**src/rtl/cam_stream_gen.sv**
```systemverilog
// Camera video source: emits vsync/href/byte timing like a parallel RGB565 sensor,
// with four selectable test patterns and a completed-frame counter.
module cam_stream_gen #(
  parameter int H_ACTIVE    = 1280,
  parameter int H_TOTAL     = 1568,
  parameter int VSYNC_LINES = 3,
  parameter int V_BACK      = 17,
  parameter int V_ACTIVE    = 480,
  parameter int V_FRONT     = 10
) (
  input  logic        pclk,
  input  logic        reset,
  input  logic        enable,
  input  logic [1:0]  pattern_sel,
  output logic        cam_vsync,
  output logic        cam_href,
  output logic [7:0]  cam_data,
  output logic        frame_done,
  output logic [15:0] frame_count,
  output logic        busy
);

  typedef enum logic [2:0] {
    IDLE   = 3'd0,
    VSYNC  = 3'd1,
    VBACK  = 3'd2,
    ACTIVE = 3'd3,
    VFRONT = 3'd4
  } state_t;

  localparam logic [11:0] HC_LAST = 12'(H_TOTAL - 1);
  localparam logic [11:0] HC_ACT  = 12'(H_ACTIVE);
  localparam logic [9:0]  VS_LAST = 10'(VSYNC_LINES - 1);
  localparam logic [9:0]  VB_LAST = 10'(V_BACK - 1);
  localparam logic [9:0]  VA_LAST = 10'(V_ACTIVE - 1);
  localparam logic [9:0]  VF_LAST = 10'(V_FRONT - 1);

  state_t      state, state_n;
  logic [11:0] hc, hc_n;
  logic [9:0]  lc, lc_n;
  logic [9:0]  lines_last;
  logic [1:0]  pat_q, pat_n;
  logic [7:0]  bcnt, bcnt_n;
  logic        last_col, last_line;
  logic        vsync_n, href_n, done_n, busy_n;
  logic [7:0]  data_n;
  logic [15:0] pix;

  function automatic logic [15:0] bar_colour(input logic [2:0] sel);
    logic [15:0] c;
    case (sel)
      3'd0:    c = 16'hFFFF;
      3'd1:    c = 16'hFFE0;
      3'd2:    c = 16'h07FF;
      3'd3:    c = 16'h07E0;
      3'd4:    c = 16'hF81F;
      3'd5:    c = 16'hF800;
      3'd6:    c = 16'h001F;
      default: c = 16'h0000;
    endcase
    return c;
  endfunction

  function automatic logic [15:0] pixel_of(input logic [1:0] pat,
                                           input logic [9:0] x,
                                           input logic [7:0] y);
    logic [15:0] p;
    case (pat)
      2'd0:    p = {x[7:0], y};
      2'd1:    p = bar_colour(x[9:7]);
      2'd3:    p = (x[5] ^ y[5]) ? 16'hFFFF : 16'h0000;
      default: p = 16'h0000;
    endcase
    return p;
  endfunction

  function automatic logic [7:0] pick_byte(input logic [15:0] p, input logic odd);
    return odd ? p[7:0] : p[15:8];
  endfunction

  // Next-state and raster counters
  always_comb begin
    state_n    = state;
    hc_n       = hc;
    lc_n       = lc;
    pat_n      = pat_q;
    lines_last = VF_LAST;
    case (state)
      VSYNC:   lines_last = VS_LAST;
      VBACK:   lines_last = VB_LAST;
      ACTIVE:  lines_last = VA_LAST;
      default: lines_last = VF_LAST;
    endcase
    last_col  = (hc == HC_LAST);
    last_line = last_col && (lc == lines_last);

    if (state == IDLE) begin
      if (enable) begin
        state_n = VSYNC;
        hc_n    = '0;
        lc_n    = '0;
        pat_n   = pattern_sel;
      end
    end else begin
      hc_n = last_col ? 12'd0 : hc + 12'd1;
      lc_n = last_col ? lc + 10'd1 : lc;
      if (last_line) begin
        lc_n = '0;
        case (state)
          VSYNC:  state_n = VBACK;
          VBACK:  state_n = ACTIVE;
          ACTIVE: state_n = VFRONT;
          default: begin
            // Frame boundary: only here may enable stop the stream.
            if (enable) begin
              state_n = VSYNC;
              pat_n   = pattern_sel;
            end else begin
              state_n = IDLE;
            end
          end
        endcase
      end
    end
  end

  // Outputs are computed from next-cycle values so the registered copies line up with state
  always_comb begin
    vsync_n = (state_n == VSYNC);
    href_n  = (state_n == ACTIVE) && (hc_n < HC_ACT);
    busy_n  = (state_n != IDLE);
    done_n  = (state_n == VFRONT) && (hc_n == HC_LAST) && (lc_n == VF_LAST);
    pix     = pixel_of(pat_n, hc_n[10:1], lc_n[7:0]);
    data_n  = 8'h00;
    bcnt_n  = bcnt;
    if ((state_n == VSYNC) && (state != VSYNC)) begin
      bcnt_n = 8'h00;
    end else if (href_n) begin
      bcnt_n = bcnt + 8'd1;
    end
    if (href_n) begin
      data_n = (pat_n == 2'd2) ? bcnt : pick_byte(pix, hc_n[0]);
    end
  end

  always_ff @(posedge pclk) begin
    if (reset) begin
      state       <= IDLE;
      hc          <= '0;
      lc          <= '0;
      pat_q       <= '0;
      bcnt        <= '0;
      cam_vsync   <= 1'b0;
      cam_href    <= 1'b0;
      cam_data    <= 8'h00;
      frame_done  <= 1'b0;
      frame_count <= '0;
      busy        <= 1'b0;
    end else begin
      state      <= state_n;
      hc         <= hc_n;
      lc         <= lc_n;
      pat_q      <= pat_n;
      bcnt       <= bcnt_n;
      cam_vsync  <= vsync_n;
      cam_href   <= href_n;
      cam_data   <= data_n;
      frame_done <= done_n;
      busy       <= busy_n;
      if (done_n) begin
        frame_count <= frame_count + 16'd1;
      end
    end
  end

endmodule

```
**config.mk**
```make
export PLATFORM = sky130hd
export DESIGN_NAME = cam_stream_gen
export DESIGN_NICKNAME = d
export VERILOG_FILES = /design/src/rtl/cam_stream_gen.sv
export SDC_FILE = /design/constraint.sdc
export NUM_CORES = 1
export LEC_CHECK = 0
export CAP_MARGIN = 5
export CORE_AREA = 2 2 88 90
export DETAILED_ROUTE_END_ITERATION = 6
export DIE_AREA = 0 0 90 92
export HOLD_SLACK_MARGIN = 0.15
export PLACE_DENSITY_LB_ADDON = 0.1
export SLEW_MARGIN = 5
export SYNTH_ARGS = -nofsm -noshare
export SYNTH_HDL_FRONTEND = slang
export SYNTH_SLANG_ARGS = --single-unit
```
**constraint.sdc**
```tcl
create_clock -name pclk -period 3.1 [get_ports pclk]
set_clock_uncertainty 0.05 [all_clocks]
set_input_delay 0.31 -clock pclk [delete_from_list [all_inputs] [get_ports pclk]]
set_output_delay 0.31 -clock pclk [all_outputs]
set_load 0.1 [all_outputs]
```
==> flow_summary_export.csv, run 1 <==
group,metric,value,unit
clock_tree,clkSinkCount,63,
floorplan,die_height,92,um
grt,grt_max_degree,28,
critical_path,highest_cell_delay_on_the_worst_timing_path,540,ps
critical_path,worst-endpoint-required,3330,ps
route,route.top_layer_used,"met4",
timing,rsz0062_at_grt,"true",
yosys,synth-edff-count,0,
yosys,postSynthRegisterBits,63,
critical_path,critical_path_class,"flop to flop",
timing,setup-violations-final,18,
route,met2_wirelength,6060,um
yosys,syn_inst,464,
route,viasPerCell,5.99,
placement,place_congestion,0.914,
route,wl,12400,um
yosys,netlist_top_cells_count,"sky130_fd_sc_hd__dfxtp_1, sky130_fd_sc_hd__nand2_1, sky130_fd_sc_hd__nor2_1, sky130_fd_sc_hd__a21oi_1, sky130_fd_sc_hd__nand3_1",
grt,antenna_found_initial,0,
finish,finish.utilization,74.8,%
critical_path,worstSetupEndpointType,"flop",
floorplan,die-area,8280,um^2
critical_path,reg2reg_slack,-130,ps
yosys,seq_area_frac_synth,34.0,%
timing,final_max_slew_viol_count,0,
clock_tree,clockBufferDepth,2,
power,total_power,1.88,mW
critical_path,cp-startpoint,"lc[8]$_SDFF_PP0_",
critical_path,path_max_fanout,6,
critical_path,crit-reg2reg-capture,"frame_count[14]$_SDFFE_PP0P_",
timing,timing.hold.ws,390,ps
critical_path,worst_setup_path_endpoint,"frame_count[14]$_SDFFE_PP0P_",
run_status,outcome,"finished, violations left",
floorplan,io-pin-count,33,
yosys,synthArstFlopShare,0,%
yosys,ys_warn_count,0,
clock_tree,worstSkewPairLatency,340,ps
clock_tree,cts.clk_slew.worst_paths,70,ps
route,vias,4323,
route,detail_route.iter0.violations,398,
finish,finalNetCount,624,
clock_tree,ctsHtreeMaxLevel,3,
route,drt-met1-wl,5050,um
critical_path,critical_path.reg2reg.startpoint,"lc[8]$_SDFF_PP0_",
finish,area_growth_synth_to_finish,50.2,%
critical_path,critical_path.cell_chain,"or4_4, mux2i_4, o211ai_2, o31ai_2, or3b_4, nor4_4, nand3_4, buf_6, or4_4, a21oi_1",
critical_path,gate_family_responsible_for_the_most_delay_along_the_worst_path,"simple AND/OR/NAND/NOR gates",
timing,finalCritPeriodShare,104,%
route,drt-pass1-iter-count,5,
yosys,synth_top_cell_by_area,"sky130_fd_sc_hd__dfxtp_1",
yosys,postSynthAreaPerCell,7.99,um^2
grt,first_pass_grt_wire_length,19100,um
yosys,synthesis.area,3710,um^2
critical_path,timing.critical_path.from_type,"flop",
timing,setup_total_negative_slack,-1490,ps
grt,grt_pass1_vias,4003,
timing,final.setup.worst_slack,-134,ps
critical_path,critical_path_cell_count,10,
run_status,failing_checks,"negative setup slack",
yosys,top_post_synthesis_cells_by_area,"sky130_fd_sc_hd__dfxtp_1, sky130_fd_sc_hd__nand2_1, sky130_fd_sc_hd__nor2_1, sky130_fd_sc_hd__a21oi_1, sky130_fd_sc_hd__nand3_1",
power,power.density_cell_area,338,nW/um^2
yosys,mappedNetlistNets,473,
timing,final_hold_vio_count,0,
timing,slew_at_the_pin_closest_to_its_max_slew_limit,1010,ps
critical_path,worstRegToRegCells,10,
timing,max_clock_freq,309,MHz
critical_path,arrival_worst_endpoint,3460,ps
floorplan,die_width,90,um
floorplan,core_area,7450,um^2
grt,global_route.overflow_total,0,
yosys,synth_ff_type,"sky130_fd_sc_hd__dfxtp_1",
floorplan,std_cell_rows,32,
clock_tree,tritoncts,"built",
placement,placement.io_buffers,32,
critical_path,crit_slowest_cell,"sky130_fd_sc_hd__or4_4",
clock_tree,clockRootBuffer,"sky130_fd_sc_hd__clkbuf_8",
floorplan,initial_core_util,49.8,%
clock_tree,ctsHoldBuffers,0,
power,power_leakage,2.13,nW
critical_path,crit_top_cell,"sky130_fd_sc_hd__or4_4",
yosys,synth_top_area_share,34.0,%
job,cap_viol_max_count,0,
route,avgRoutedWirePerCell,17.1,um
clock_tree,cts_inserted_buffers,9,
critical_path,worst-path-buf-inv,1,
route,drcViolationCount,0,
timing,fin_crit,3230,ps
placement,dpl.hpwl,8560,um
route,route.antenna.remaining_nets,0,
route,routed-wl-met3,865,um
grt,groute.usage.overall,28.7,%
finish,layout-drive-gt1-share,38.4,%
min_path,hold_path.class,"primary input to flop",
power,vdd_ir_drop_max,0.367,mV
yosys,yosysMostFrequentCell,"sky130_fd_sc_hd__dfxtp_1",
finish,antennaDiodeCount,0,
yosys,post_synth_num_cell_types,70,
placement,place_ws,-319,ps
timing,slew-limit-headroom,32.7,%
## layout make-up
class | count | area, um^2
multi-input combinational | 365 | 2610
tap | 102 | 128
sequential | 63 | 1270
clock buffer | 10 | 128
inverter | 8 | 30.0
clock inverter | 6 | 61.3
timing repair buffer | 168 | 1350
fill | 574 | 1880
## worst min path at each step
stage	end	cells after the start	startpoint	slack [ps]
6_report	frame_count[1]$_SDFFE_PP0P_	2	reset	390
2_1_floorplan	state[0]$_SDFF_PP0_	1	reset	350
4_1_cts	frame_count[1]$_SDFFE_PP0P_	2	reset	380
3_3_place_gp	frame_count[15]$_SDFFE_PP0P_	2	frame_count[15]$_SDFFE_PP0P_	420
5_1_grt	frame_count[1]$_SDFFE_PP0P_	2	reset	420
3_5_place_dp	frame_count[15]$_SDFFE_PP0P_	2	frame_count[15]$_SDFFE_PP0P_	430
## state kept, by name, summed over array words and instances (netlist names)
signal	count
bcnt	8
busy	1
cam_data	8
cam_href	1
cam_vsync	1
frame_count	16
frame_done	1
hc	12
lc	10
pat_q	2
state	3
## through the flow
stage / instance area (um^2) / instances
floorplan: 3720 / 464
global placement: 4950 / 693
detailed placement: 4950 / 693
CTS: 5370 / 720
global route: 5570 / 722
finish: 5570 / 722
## timing repair
| action | 4_1_cts | 5_1_grt |
|---|---|---|
| setup endpoints to repair | 22 | 29 |
| setup buffers | 9 | 4 |
| gates cloned | 2 | 0 |
| gates resized for setup | 35 | 41 |
| pin swaps | 30 | 20 |
## per-layer routing
layer,track usage [%],vias to the layer above
met5,0,-
met4,12.2,0
met3,6.74,42
met2,49.7,197
met1,34.1,2041
li1,-,2043
## power breakdown
part	switching, mW	leakage [nW]	internal, mW
Combinational	0.199	1.52	0.164
Sequential	0.00443	0.511	0.818
Clock	0.330	0.0960	0.368
## placed cells by master (no fill, tap or decap), drive strengths merged, types with 8 or more instances in the layout
cell type | netlist | layout
or3 | 11 | 11
nand4 | 18 | 18
o21ai | 24 | 24
buf | 13 | 145
or4 | 13 | 13
dfxtp | 63 | 63
nor3 | 9 | 9
nand3 | 23 | 23
a21oi | 28 | 28
o31ai | 15 | 15
nand2 | 48 | 48
nor4 | 10 | 10
clkbuf | 15 | 10
inv | 8 | 8
nor2 | 43 | 43
clkdlybuf4s50 | 0 | 23
nor2b | 12 | 12
## cell families after synthesis
logic type | after synthesis | share of synthesized area, %
and+or+nand+nor | 223 | 33.3
AOI/OAI and AO/OA | 116 | 21.7
DFF | 63 | 34.0
buffers and inverters | 36 | 4.18
xor gates and xnor gates | 14 | 3.31
muxes | 8 | 2.19
adders and majority gates | 4 | 1.35
No activity file was read; power rests on OpenSTA's default activity.
==> run 2: changes to the inputs <==
--- a/config.mk
+++ b/config.mk
@@ -9,9 +9,9 @@
 export CORE_AREA = 2 2 88 90
 export DETAILED_ROUTE_END_ITERATION = 6
 export DIE_AREA = 0 0 90 92
-export HOLD_SLACK_MARGIN = 0.15
-export PLACE_DENSITY_LB_ADDON = 0.1
+export PLACE_DENSITY = 0.75
 export SLEW_MARGIN = 5
 export SYNTH_ARGS = -nofsm -noshare
 export SYNTH_HDL_FRONTEND = slang
 export SYNTH_SLANG_ARGS = --single-unit
+export TNS_END_PERCENT = 1
==> flow_summary_export.csv, run 2 (synthesis results as in run 1) <==
group,metric,value,unit
finish,final_common_cell,"sky130_fd_sc_hd__buf_4",
power,power.share.switching,27.5,%
critical_path,arrival_worst_endpoint,3460,ps
power,cellInternalPower,1.49,mW
route,wl,12100,um
timing,final.setup.worst_slack,-123,ps
finish,multi_input_area,2510,um^2
timing,timing.hold.ws,450,ps
power,power_leakage,2.05,nW
power,vdd_ir_drop_max,0.274,mV
power,total_power,2.06,mW
power,power.share.sequential,39.9,%
finish,largest_reg_flops,16,
critical_path,path_max_fanout,6,
power,p_clk_share,44.8,%
critical_path,critical_path.reg2reg.startpoint,"lc[8]$_SDFF_PP0_",
min_path,origin_of_the_worst_min_delay_path,"bcnt[7]$_SDFFE_PP0P_",
job,cap_viol_max_count,0,
grt,use_met3,6.49,%
placement,place_ws,-352,ps
placement,place_congestion,1.03,
grt,groute.usage.overall,28.6,%
route,vias,4281,
route,drcViolationCount,0,
placement,place.detailed.instances,681,
grt,met1_capacity_usage_during_global_routing,36.1,%
run_status,outcome,"finished, violations left",
floorplan,initial_core_util,49.8,%
grt,grt_use_met2,47.1,%
clock_tree,clockRootBuffer,"sky130_fd_sc_hd__clkbuf_8",
finish,mostFrequentLayoutCells,"sky130_fd_sc_hd__buf_4, sky130_fd_sc_hd__dfxtp_1, sky130_fd_sc_hd__nand2_1",
floorplan,io-pin-count,33,
run_status,failing_checks,"negative setup slack",
timing,slew-limit-headroom,34.6,%
critical_path,worst-endpoint-required,3330,ps
finish,final_cells,705,
timing,setup-violations-final,13,
grt,top_usage_layer,"met2",
timing,rsz0062_at_grt,"true",
finish,fillerInstances,557,
min_path,hold_path.class,"flop to flop",
finish,layout-drive-gt1-share,34.2,%
finish,antennaDiodeCount,0,
grt,global_route.overflow_total,0,
floorplan,die_width,90,um
finish,biggestRegsByFlops,"frame_count (16), hc (12), lc (10)",
floorplan,core_area,7450,um^2
finish,top_register,"frame_count",
route,route.antenna.remaining_nets,0,
grt,grt_max_degree,21,
min_path,hold_path_end,"bcnt[7]$_SDFFE_PP0P_",
clock_tree,ctsHtreeMaxLevel,3,
timing,setup_total_negative_slack,-1230,ps
critical_path,critical_path_class,"flop to flop",
floorplan,std_cell_rows,32,
grt,first_pass_grt_wire_length,19400,um
grt,grt_pass1_vias,4103,
route,drt-pass1-iter-count,5,
floorplan,die_height,92,um
timing,max_clock_freq,310,MHz
clock_tree,cts_inserted_buffers,9,
route,avgRoutedWirePerCell,17.2,um
clock_tree,ctsHoldBuffers,0,
route,viasPerCell,6.07,
timing,fin_crit,3220,ps
clock_tree,clockBufferDepth,2,
clock_tree,worstSkewPairLatency,350,ps
finish,area_growth_synth_to_finish,45.9,%
critical_path,timing.critical_path.from_type,"flop",
placement,dpl.hpwl,8440,um
critical_path,worstRegToRegCells,10,
critical_path,worstSetupEndpointType,"flop",
clock_tree,clkSinkCount,63,
min_path,hold-path-cell-count,2,
power,power.density_cell_area,380,nW/um^2
finish,finalNetCount,607,
clock_tree,cts.clk_slew.worst_paths,90,ps
timing,final_hold_vio_count,0,
floorplan,die-area,8280,um^2
timing,slew_at_the_pin_closest_to_its_max_slew_limit,977,ps
critical_path,crit-reg2reg-capture,"frame_count[9]$_SDFFE_PP0P_",
critical_path,reg2reg_slack,-120,ps
grt,antenna_found_initial,1,
clock_tree,tritoncts,"built",
timing,finalCritPeriodShare,104,%
finish,seq_area,1270,um^2
placement,placement.io_buffers,32,
route,detail_route.iter0.violations,402,
power,pwr-share-comb,15.3,%
timing,final_max_slew_viol_count,0,
power,power_switching,0.566,mW
==> run 2: through the flow <==
step,utilization [%],area (um^2)
final,72.6,5410
after global routing,72.6,5410
after CTS,70.8,5270
after detailed placement,65.2,4850
after global placement,65.2,4850
after floorplan,-,3720
==> run 2: worst max path at each step <==
stage / from / endpoint / slack (ps) / cells after the start
finish: lc[8]$_SDFF_PP0_ / frame_count[9]$_SDFFE_PP0P_ / -120 / 10
global route: lc[8]$_SDFF_PP0_ / frame_count[14]$_SDFFE_PP0P_ / -200 / 10
CTS: lc[8]$_SDFF_PP0_ / frame_count[9]$_SDFFE_PP0P_ / -100 / 10
detailed placement: enable / frame_count[9]$_SDFFE_PP0P_ / -350 / 11
global placement: enable / frame_count[10]$_SDFFE_PP0P_ / -230 / 11
floorplan: hc[1]$_SDFF_PP0_ / bcnt[7]$_SDFFE_PP0P_ / 6 / 11
==> run 2: layout make-up <==
| type | instances | share of cell area, % |
|---|---|---|
| clock buffers | 9 | 2.29 |
| clock inverters | 7 | 2.31 |
| flip-flops and latches | 63 | 23.4 |
| repair buffers | 151 | 22.6 |
| inverters | 8 | 0.555 |
| multi-input cells | 365 | 46.4 |
| well taps | 102 | 2.36 |
==> run 2: power groups by stage <==
stage / sequential [mW] / combinational [mW] / clock (mW)
floorplan: 0.862 / 0.146 / 0
global placement: 0.840 / 0.281 / 0
detailed placement: 0.841 / 0.284 / 0
CTS: 0.821 / 0.298 / 0.929
global route: 0.822 / 0.336 / 0.954
finish: 0.821 / 0.315 / 0.922
==> run 2: per-layer routing <==
layer | wire (um) | up-vias
met5 | 0 | -
met4 | 402 | 0
met3 | 860 | 38
met2 | 5770 | 198
met1 | 5100 | 2026
li1 | - | 2019
==> run 2: repair_timing <==
action                     in CTS  in global routing
setup buffers                   3                  3
pin swaps                      29                  8
resized for setup              33                 25
hold endpoints to repair        0                  0
cloned                          2                  0
setup endpoints to repair      22                 27
==> run 2: worst max-delay path, stage by stage (launching register included) <==
cell and delay [ps]:
sky130_fd_sc_hd__dfxtp_2 330, sky130_fd_sc_hd__or4_4 550, sky130_fd_sc_hd__mux2i_4 210, sky130_fd_sc_hd__o211ai_4 150
sky130_fd_sc_hd__o31ai_4 270, sky130_fd_sc_hd__or3b_4 420, sky130_fd_sc_hd__nor4_4 250, sky130_fd_sc_hd__nand3_2 190
sky130_fd_sc_hd__buf_6 180, sky130_fd_sc_hd__or4_4 420, sky130_fd_sc_hd__a21oi_2 140
==> run 3: changes to the inputs <==
--- a/config.mk
+++ b/config.mk
@@ -9,6 +9,7 @@
 export CORE_AREA = 2 2 88 90
 export DETAILED_ROUTE_END_ITERATION = 6
 export DIE_AREA = 0 0 90 92
+export MAX_ROUTING_LAYER = met4
 export PLACE_DENSITY = 0.75
 export SLEW_MARGIN = 5
 export SYNTH_ARGS = -nofsm -noshare
==> flow_summary_export.csv, run 3 (synthesis results as in run 1) <==
group,metric,value,unit
run_status,outcome,"finished, violations left",
run_status,failing_checks,"negative setup slack",
route,met2_wirelength,6210,um
power,p_clk_share,41.9,%
critical_path,cp-startpoint,"lc[8]$_SDFF_PP0_",
floorplan,std_cell_rows,32,
critical_path,worstSetupEndpointType,"flop",
finish,area_growth_synth_to_finish,46.3,%
power,power.share.sequential,41.6,%
route,detail_route.iter0.violations,492,
power,power.share.switching,27.5,%
placement,dpl.hpwl,8800,um
timing,finalCritPeriodShare,107,%
route,avgRoutedWirePerCell,17.9,um
critical_path,critical_path.reg2reg.startpoint,"lc[8]$_SDFF_PP0_",
clock_tree,cts.clk_slew.worst_paths,80,ps
critical_path,reg2reg_slack,-210,ps
placement,total_placed_instance_area,4880,um^2
clock_tree,ctsHtreeMaxLevel,3,
timing,slew-limit-headroom,33.2,%
power,power_switching,0.543,mW
clock_tree,ctsHoldBuffers,0,
route,drt-met1-wl,5310,um
finish,finalNetCount,611,
grt,groute.usage.overall,30.9,%
finish,top_register,"frame_count",
timing,final_hold_vio_count,0,
timing,final.setup.worst_slack,-213,ps
finish,antennaDiodeCount,0,
floorplan,die_height,92,um
route,vias,4297,
floorplan,initial_core_util,49.8,%
route,route.antenna.remaining_nets,0,
critical_path,worst-path-buf-inv,2,
finish,mostFrequentLayoutCells,"sky130_fd_sc_hd__buf_4, sky130_fd_sc_hd__dfxtp_1, sky130_fd_sc_hd__nand2_1",
placement,place.detailed.instances,684,
grt,grt_max_degree,30,
critical_path,critical_path_class,"flop to flop",
grt,antenna_found_initial,0,
route,routed-wl-met3,839,um
critical_path,worst-endpoint-required,3340,ps
grt,first_pass_grt_wire_length,20000,um
route,drt-pass1-iter-count,6,
finish,final_common_cell,"sky130_fd_sc_hd__buf_4",
floorplan,core_area,7450,um^2
power,total_power,1.98,mW
power,cellInternalPower,1.43,mW
placement,placement.io_buffers,32,
critical_path,gate_family_responsible_for_the_most_delay_along_the_worst_path,"simple AND/OR/NAND/NOR gates",
min_path,origin_of_the_worst_min_delay_path,"bcnt[7]$_SDFFE_PP0P_",
finish,layout.cell_area.non_filler,5420,um^2
route,wl,12700,um
timing,slew_at_the_pin_closest_to_its_max_slew_limit,998,ps
floorplan,io-pin-count,33,
min_path,hold_path_end,"bcnt[7]$_SDFFE_PP0P_",
critical_path,critical_path.cell_chain,"or4_4, mux2i_4, o211ai_2, buf_4, o31ai_4, or3b_4, nor4_4, nand3_4, buf_6, or4_4, a21oi_4",
critical_path,highest_cell_delay_on_the_worst_timing_path,550,ps
finish,biggestRegsByFlops,"frame_count (16), hc (12), lc (10)",
finish,fillerInstances,542,
power,power.density_cell_area,364,nW/um^2
placement,place_ws,-335,ps
clock_tree,worstSkewPairLatency,360,ps
grt,grt_pass1_vias,4146,
floorplan,die-area,8280,um^2
critical_path,crit_slowest_cell,"sky130_fd_sc_hd__or4_4",
clock_tree,clockBufferDepth,2,
power,pwr-share-comb,16.4,%
timing,fin_crit,3310,ps
grt,global_route.overflow_total,0,
route,route.top_layer_used,"met4",
route,viasPerCell,6.06,
finish,layout-drive-gt1-share,34.8,%
clock_tree,clkSinkCount,63,
critical_path,arrival_worst_endpoint,3550,ps
finish,final_cells,709,
route,drcViolationCount,0,
job,cap_viol_max_count,0,
min_path,hold_path.class,"flop to flop",
clock_tree,cts_inserted_buffers,9,
timing,final_max_slew_viol_count,0,
critical_path,crit_top_cell,"sky130_fd_sc_hd__or4_4",
critical_path,timing.critical_path.from_type,"flop",
floorplan,die_width,90,um
timing,max_clock_freq,302,MHz
finish,largest_reg_flops,16,
min_path,hold-path-cell-count,2,
timing,setup-violations-final,20,
critical_path,worstRegToRegCells,11,
power,power_leakage,2.06,nW
placement,place_congestion,1.02,
critical_path,crit-reg2reg-capture,"frame_count[5]$_SDFFE_PP0P_",
critical_path,path_max_fanout,6,
clock_tree,clockRootBuffer,"sky130_fd_sc_hd__clkbuf_8",
clock_tree,tritoncts,"built",
power,vdd_ir_drop_max,0.382,mV
timing,rsz0062_at_grt,"true",
## run 3: cell count changes in the layout (fill, tap and decap cells not counted), moves of 2 or more
| cell | previous run | this run |
|---|---|---|
| sky130_fd_sc_hd__buf_4 | 119 | 125 |
| sky130_fd_sc_hd__buf_6 | 8 | 5 |
| sky130_fd_sc_hd__inv_6 | 4 | 1 |
| sky130_fd_sc_hd__clkinvlp_4 | 0 | 2 |
| sky130_fd_sc_hd__o21ai_0 | 21 | 19 |
## run 3: cell type report
cell class / count / area [um^2] / area share [%]
Timing Repair Buffer: 155 / 1250 / 23.0
Tap cell: 102 / 128 / 2.35
Multi-Input combinational cell: 365 / 2520 / 46.4
Clock buffer: 10 / 138 / 2.54
Sequential cell: 63 / 1270 / 23.4
Clock inverter: 6 / 92.6 / 1.71
Inverter: 8 / 30.0 / 0.554
## run 3: how the worst max path moves through the flow
stage / to / slack, ps / cells past startpoint
after floorplan: bcnt[7]$_SDFFE_PP0P_ / 6 / 11
after global placement: frame_count[12]$_SDFFE_PP0P_ / -230 / 10
after detailed placement: frame_count[14]$_SDFFE_PP0P_ / -340 / 11
after CTS: frame_count[5]$_SDFFE_PP0P_ / -170 / 10
after global routing: frame_count[12]$_SDFFE_PP0P_ / -320 / 11
final: frame_count[5]$_SDFFE_PP0P_ / -210 / 11
## run 3: layer usage
layer	global-route usage (%)	up-vias
met5	-	-
met4	11.2	0
met3	5.75	35
met2	51.4	201
met1	37.7	2048
li1	-	2013
## run 3: metrics by stage
stage	utilization, %	setup TNS [ps]	hold WS [ps]
after detailed placement	65.6	-3860	423
after global routing	72.8	-4300	460
final	72.8	-2280	441
after floorplan	-	0	347
after global placement	65.6	-2490	424
after CTS	71.0	-1660	439
## run 3: power by group through the flow
stage / registers, mW / logic [mW] / clock network, mW
6_report: 0.823 / 0.325 / 0.829
5_1_grt: 0.824 / 0.344 / 0.871
4_1_cts: 0.823 / 0.303 / 0.834
3_5_place_dp: 0.842 / 0.293 / 0
3_3_place_gp: 0.841 / 0.289 / 0
2_1_floorplan: 0.862 / 0.146 / 0
## run 3: worst min-delay path, delay by kind of cell (launching register included)
family / cells / cell delay [ps]
AOI/OAI and AO/OA: 2 / 130
DFF: 1 / 320
## run 3: repair_timing
| item | in CTS | in global routing |
|---|---|---|
| buffers inserted | 5 | 2 |
| pin swaps | 30 | 5 |
| gates cloned | 2 | 0 |
| setup endpoints to repair | 20 | 29 |
| gates resized for setup | 33 | 22 |
